[config.mk]
export PLATFORM = sky130hd
export DESIGN_NAME = cache_line_adaptor
export DESIGN_NICKNAME = d
export VERILOG_FILES = /design/src/rtl/cache_line_adaptor_pkg.sv /design/src/rtl/cache_line_adaptor.sv
export SDC_FILE = /design/constraint.sdc
export NUM_CORES = 1
export LEC_CHECK = 0
export CAP_MARGIN = 20
export CELL_PAD_IN_SITES_DETAIL_PLACEMENT = 1
export CELL_PAD_IN_SITES_GLOBAL_PLACEMENT = 2
export CORE_MARGIN = 3
export CORE_UTILIZATION = 34
export DETAILED_ROUTE_END_ITERATION = 7
export GPL_TIMING_DRIVEN = 0
export PLACE_DENSITY = 0.95
export SYNTH_ARGS = -nofsm -noshare
export SYNTH_HDL_FRONTEND = slang
export SYNTH_SLANG_ARGS = --single-unit
export TNS_END_PERCENT = 5
[constraint.sdc]
create_clock -name clk -period 42.4 [get_ports clk]
set_clock_uncertainty 0.15 [all_clocks]
set_input_delay 8.48 -clock clk [delete_from_list [all_inputs] [get_ports clk]]
set_output_delay 8.48 -clock clk [all_outputs]
set_load 0.01 [all_outputs]
[src/rtl/cache_line_adaptor_pkg.sv]
// Shared types and sizes for the cache-line to burst-memory adaptor.
package cache_line_adaptor_pkg;

  localparam int unsigned LINE_W    = 256;
  localparam int unsigned BURST_W   = 64;
  localparam int unsigned ADDR_W    = 32;
  localparam int unsigned NUM_BEATS = LINE_W / BURST_W;
  localparam int unsigned BEAT_W    = $clog2(NUM_BEATS);

  typedef logic [LINE_W-1:0]  line_t;
  typedef logic [BURST_W-1:0] burst_t;
  typedef logic [ADDR_W-1:0]  addr_t;

  typedef enum logic [1:0] {
    IDLE  = 2'd0,
    READ  = 2'd1,
    WRITE = 2'd2,
    DONE  = 2'd3
  } state_e;

endpackage

[src/rtl/cache_line_adaptor.sv]
// cache_line_adaptor: turns one 256-bit cache-line read/write into a
// four-beat 64-bit memory burst and returns a single-cycle completion pulse.
//
// Ports:
//   clk, rst             clock, asynchronous active-high reset
//   read_i, write_i      cache request levels (read wins if both high)
//   address_i, line_i    cache line address / write data
//   line_o, resp_o       assembled read line / completion pulse
//   read_o, write_o      memory request
//   address_o            memory address, held for the whole burst
//   burst_o, burst_i     write beat out / read beat in
//   resp_i               memory beat valid/accept strobe
//
// Optional build macro: CACHE_LINE_ADAPTOR_ASSERT_EN compiles in
// simulation-only protocol assertions; behaviour is identical without it.
module cache_line_adaptor
  import cache_line_adaptor_pkg::*;
(
  input  logic                clk,
  input  logic                rst,
  input  logic                read_i,
  input  logic                write_i,
  input  logic [ADDR_W-1:0]   address_i,
  input  logic [LINE_W-1:0]   line_i,
  output logic [LINE_W-1:0]   line_o,
  output logic                resp_o,
  output logic                read_o,
  output logic                write_o,
  output logic [ADDR_W-1:0]   address_o,
  output logic [BURST_W-1:0]  burst_o,
  input  logic [BURST_W-1:0]  burst_i,
  input  logic                resp_i
);

  localparam logic [BEAT_W-1:0] LAST_BEAT = BEAT_W'(NUM_BEATS - 1);

  state_e              state_q;
  state_e              state_d;
  logic [BEAT_W-1:0]   beat_q;
  burst_t              beats_q [NUM_BEATS];
  line_t               rd_line;
  logic                last_beat;

  assign last_beat = resp_i && (beat_q == LAST_BEAT);

  // State register
  always_ff @(posedge clk or posedge rst) begin
    if (rst) begin
      state_q <= IDLE;
    end else begin
      state_q <= state_d;
    end
  end

  // Next-state logic
  always_comb begin
    state_d = state_q;
    case (state_q)
      IDLE: begin
        if (read_i) begin
          state_d = READ;
        end else if (write_i) begin
          state_d = WRITE;
        end
      end
      READ:    if (last_beat) state_d = DONE;
      WRITE:   if (last_beat) state_d = DONE;
      DONE:    state_d = IDLE;
      default: state_d = IDLE;
    endcase
  end

  // Completed read line: beats 0..2 from the buffer, beat 3 straight off the bus
  always_comb begin
    rd_line = '0;
    for (int unsigned k = 0; k < NUM_BEATS - 1; k++) begin
      rd_line[k*BURST_W +: BURST_W] = beats_q[k];
    end
    rd_line[LINE_W-BURST_W +: BURST_W] = burst_i;
  end

  // Write beat mux; zero outside WRITE so nothing leaks onto the bus
  always_comb begin
    burst_o = '0;
    if (state_q == WRITE) begin
      burst_o = beats_q[beat_q];
    end
  end

  // Datapath and registered request/response outputs
  always_ff @(posedge clk or posedge rst) begin
    if (rst) begin
      read_o    <= 1'b0;
      write_o   <= 1'b0;
      resp_o    <= 1'b0;
      address_o <= '0;
      line_o    <= '0;
      beat_q    <= '0;
      for (int unsigned k = 0; k < NUM_BEATS; k++) begin
        beats_q[k] <= '0;
      end
    end else begin
      read_o  <= (state_d == READ);
      write_o <= (state_d == WRITE);
      resp_o  <= (state_d == DONE);
      case (state_q)
        IDLE: begin
          if (read_i) begin
            address_o <= address_i;
            beat_q    <= '0;
          end else if (write_i) begin
            address_o <= address_i;
            beat_q    <= '0;
            for (int unsigned k = 0; k < NUM_BEATS; k++) begin
              beats_q[k] <= line_i[k*BURST_W +: BURST_W];
            end
          end
        end
        READ: begin
          if (resp_i) begin
            beats_q[beat_q] <= burst_i;
            beat_q          <= beat_q + BEAT_W'(1);
            if (beat_q == LAST_BEAT) begin
              line_o <= rd_line;
            end
          end
        end
        WRITE: begin
          if (resp_i) begin
            beat_q <= beat_q + BEAT_W'(1);
          end
        end
        default: ;
      endcase
    end
  end

`ifdef CACHE_LINE_ADAPTOR_ASSERT_EN
  // Protocol checks, simulation only
  a_req_excl: assert property (@(posedge clk) disable iff (rst)
    !(read_i && write_i))
    else $error("read_i and write_i high together");
  a_mem_excl: assert property (@(posedge clk) disable iff (rst)
    !(read_o && write_o))
    else $error("read_o and write_o high together");
  a_resp_pulse: assert property (@(posedge clk) disable iff (rst)
    resp_o |=> !resp_o)
    else $error("resp_o high for more than one cycle");
  a_idle_resp: assert property (@(posedge clk) disable iff (rst)
    (state_q == IDLE) |-> !resp_i)
    else $error("resp_i seen while idle");
`else
  // Assertions not compiled in.
`endif

endmodule

==> flow_summary.ini <==
[synthesis]
synth_edf_count = 0
ys_warn_count = 0
netlist_top_cells_area = dfrtp_1 (55%), mux2_2 (13%), mux4_2 (5.8%)
postSynthAreaPerCell_um2 = 12.8
syn_nets = 2312
async_flop_share = 1.00
synthFlopType = dfrtp_1
synthTopCellsByCount = dfrtp_1 (551), mux2_2 (288), clkbuf_1 (120), a21oi_1 (102), and3_1 (101)
synthesis.area_um2 = 24900
synth_area_leader_cell = dfrtp_1
ys_seq_area_frac = 0.554
synth_top_area_share = 0.554
yosysMostFrequentCell = dfrtp_1
synth_cell_type_count = 32
ys_ff_latch = 551
syn-instance-count = 1946

[die]
coreArea_um2 = 72000
die_w_um = 276
die_h_um = 276
ios = 712
start_util = 0.345
num_rows = 98
dieArea_um2 = 76400

[cts]
cts_root_buf = clkbuf_16
cts_resized = 0
cts_buffers = 61
clkTransAtPathRegs_ns = 0.07
cts_tree = yes
holdBufCountCts = 0
cts.htree.levels = 2
cts_sinks = 551
postCtsSetupBuffers = 0
clk_latency_ns = 0.64
clk_path_buf_depth = 3

[critical_path]
cp-end-kind = primary output
critPathLaunchType = flop
crit_chain = clkbuf_1 > buf_8 > clkbuf_1 > mux4_2 > and2_1 > clkdlybuf4s50_1
arrival_ns = 3.58
cp_max_fo = 10
slowest_delay_ns = 0.66
path_common_cell = clkbuf_1
path_class = flop to primary output
cp.required_ns = 33.77
cp_slowest_cell = clkbuf_1

[sta]
setup_viol = 0
rsz0062_at_grt = false
finalSetupTns_ns = 0
timing.final.crit_share = 0.288
min_period_ns = 12.21
hold_viol = 0
worstMarginPinSlew_ns = 1.18
timing.fmax_ghz = 0.0819
max_slew_margin = 0.215
final_max_slew_viol_count = 0

[placement]
place_congestion = 0.917
hpwl_um = 86700
placed_cells = 3618
portBuffers = 710

[power_and_ir_drop]
intPower_uw = 1830
combPwrFrac = 0.474
power.share.clock = 0.203
seq_power_share = 0.323
p_leak_uw = 0.0153
power_per_cell_area_nw_per_um2 = 84.3
sw_frac_of_total = 0.394
ir_drop_mv = 0.0372
p_sw_uw = 1190

[route]
drc_errors = 0
drt_iter0_drc = 1856
viasPerCell = 5.83
wire_per_inst_um = 31.4
firstDrtPassIters = 5
finalWirelength_um = 118000
postRouteAntennaNets = 0
vias = 21900

[grt]
grt_pass1_vias = 24100
use_met1 = 0.366
use_met2 = 0.506
antenna_found_initial = 31
grt_max_degree = 131
grt_remaining_overflow = 0
grt_pass1_wl_um = 171000
busiest_layer = met2
grt.total_usage = 0.299
grt.met3_usage = 0.0678

[hold_path]
min_path_type = flop to flop

[outcome]
run_status = complete, no violations

[cells_and_area]
drive_gt1_frac = 0.193
final_nets = 3097
fillers = 7409
area_growth_pct = 43.9
final_cells = 3756

[run]
cap_viol_max_count = 0
-- layout make-up --
type	count	area, µm²	area share
antenna	23	57.6	0.00161
buffer	187	818	0.0229
clock buffer	82	1780	0.0497
clock inverter	33	518	0.0145
inverter	7	33.8	0.000944
multi-input combinational	1201	10200	0.286
sequential	551	13800	0.385
tap	950	1190	0.0332
timing repair buffer	722	7350	0.206
-- metal layers --
metal	routed length (µm)	vias up
li1	-	9016
met1	45300	11500
met2	58900	1056
met3	8500	277
met4	5300	10
met5	67	-
-- layout by cell type, fill, tap and decap left out, types with 4 or more instances in the layout --
| master | synthesis | routed |
|---|---|---|
| dfrtp_1 | 551 | 551 |
| a2bb2oi_1 | 92 | 92 |
| buf_16 | 0 | 6 |
| buf_1 | 9 | 9 |
| nand2_1 | 70 | 70 |
| nand3_1 | 68 | 68 |
| clkdlybuf4s50_1 | 0 | 710 |
| clkinv_2 | 0 | 12 |
| clkbuf_1 | 120 | 125 |
| mux4_2 | 64 | 64 |
| diode_2 | 0 | 23 |
| o2bb2ai_1 | 100 | 100 |
| buf_2 | 50 | 50 |
| buf_6 | 6 | 8 |
| nand4_1 | 64 | 64 |
| a22oi_1 | 64 | 64 |
| clkbuf_16 | 0 | 63 |
| and3_1 | 101 | 101 |
| inv_1 | 6 | 5 |
| mux2_2 | 288 | 288 |
| ha_1 | 9 | 9 |
| o21a_1 | 4 | 4 |
| and2_1 | 64 | 64 |
| buf_8 | 0 | 4 |
| o22ai_1 | 92 | 92 |
| a21oi_1 | 102 | 102 |
| clkbuf_8 | 0 | 13 |
| bufinv_16 | 0 | 13 |
-- worst max-delay path, delay by kind of cell (launching register included) --
family,cells,cell delay [ns]
flip-flops,1,0.47
multiplexers,1,0.43
buffers and inverters,4,1.84
AND/OR/NAND/NOR,1,0.19
-- registers in the layout (all words and copies together), names as in the netlist --
| signal | count |
|---|---|
| write_o | 1 |
| address_o | 32 |
| line_o | 256 |
| beats_q | 256 |
| resp_o | 1 |
| state_q | 2 |
| beat_q | 2 |
| read_o | 1 |
-- kinds of logic (layout without fill, tap and decap cells) --
group | after synthesis | after routing | synth area share
AOI/OAI and AO/OA | 463 | 463 | 0.134
adders and majority gates | 9 | 9 | 0.00453
buffers and inverters | 194 | 1031 | 0.0339
other | 0 | 23 | 0
and+or+nand+nor | 376 | 376 | 0.0841
muxes | 353 | 353 | 0.189
DFF | 551 | 551 | 0.554
-- through the flow --
stage	util	instance area, µm²	hold WS, ns	power, µW	worst slack (ns)
after floorplan	-	24900	0.318	1650	18.36
after global placement	0.461	33200	0.336	2300	11.95
after detailed placement	0.464	33400	0.341	2380	30.87
after CTS	0.496	35700	0.357	3020	30.16
after global routing	0.497	35800	0.365	3150	30.09
final	0.497	35800	0.353	3020	30.19
-- final timing paths --
| check | startpoint | endpoint | slack (ns) | depth (start not counted) |
|---|---|---|---|---|
| min reg2reg | line_o[232]$_DFFE_PP0P_ | line_o[232]$_DFFE_PP0P_ | 0.35 | 1 |
| min | line_o[232]$_DFFE_PP0P_ | line_o[232]$_DFFE_PP0P_ | 0.35 | 1 |
| max reg2reg | beat_q[1]$_DFFE_PP0P_ | beats_q[247]$_DFFE_PP0P_ | 37.95 | 10 |
| min in group asynchronous | rst | beats_q[179]$_DFFE_PP0P_ | 8.11 | 2 |
| max in group asynchronous | rst | beats_q[23]$_DFFE_PP0P_ | 32.30 | 4 |
| max | beat_q[1]$_DFFE_PP0P_ | burst_o[15] | 30.19 | 6 |
-- power groups by stage --
stage / Sequential [µW] / Combinational (µW) / Clock [µW]
3_5_place_dp: 972 / 1410 / 0
2_1_floorplan: 957 / 694 / 0
4_1_cts: 969 / 1430 / 617
6_report: 975 / 1430 / 611
3_3_place_gp: 957 / 1350 / 0
5_1_grt: 999 / 1520 / 640
Note: power is estimated with default switching activity, not from simulation.
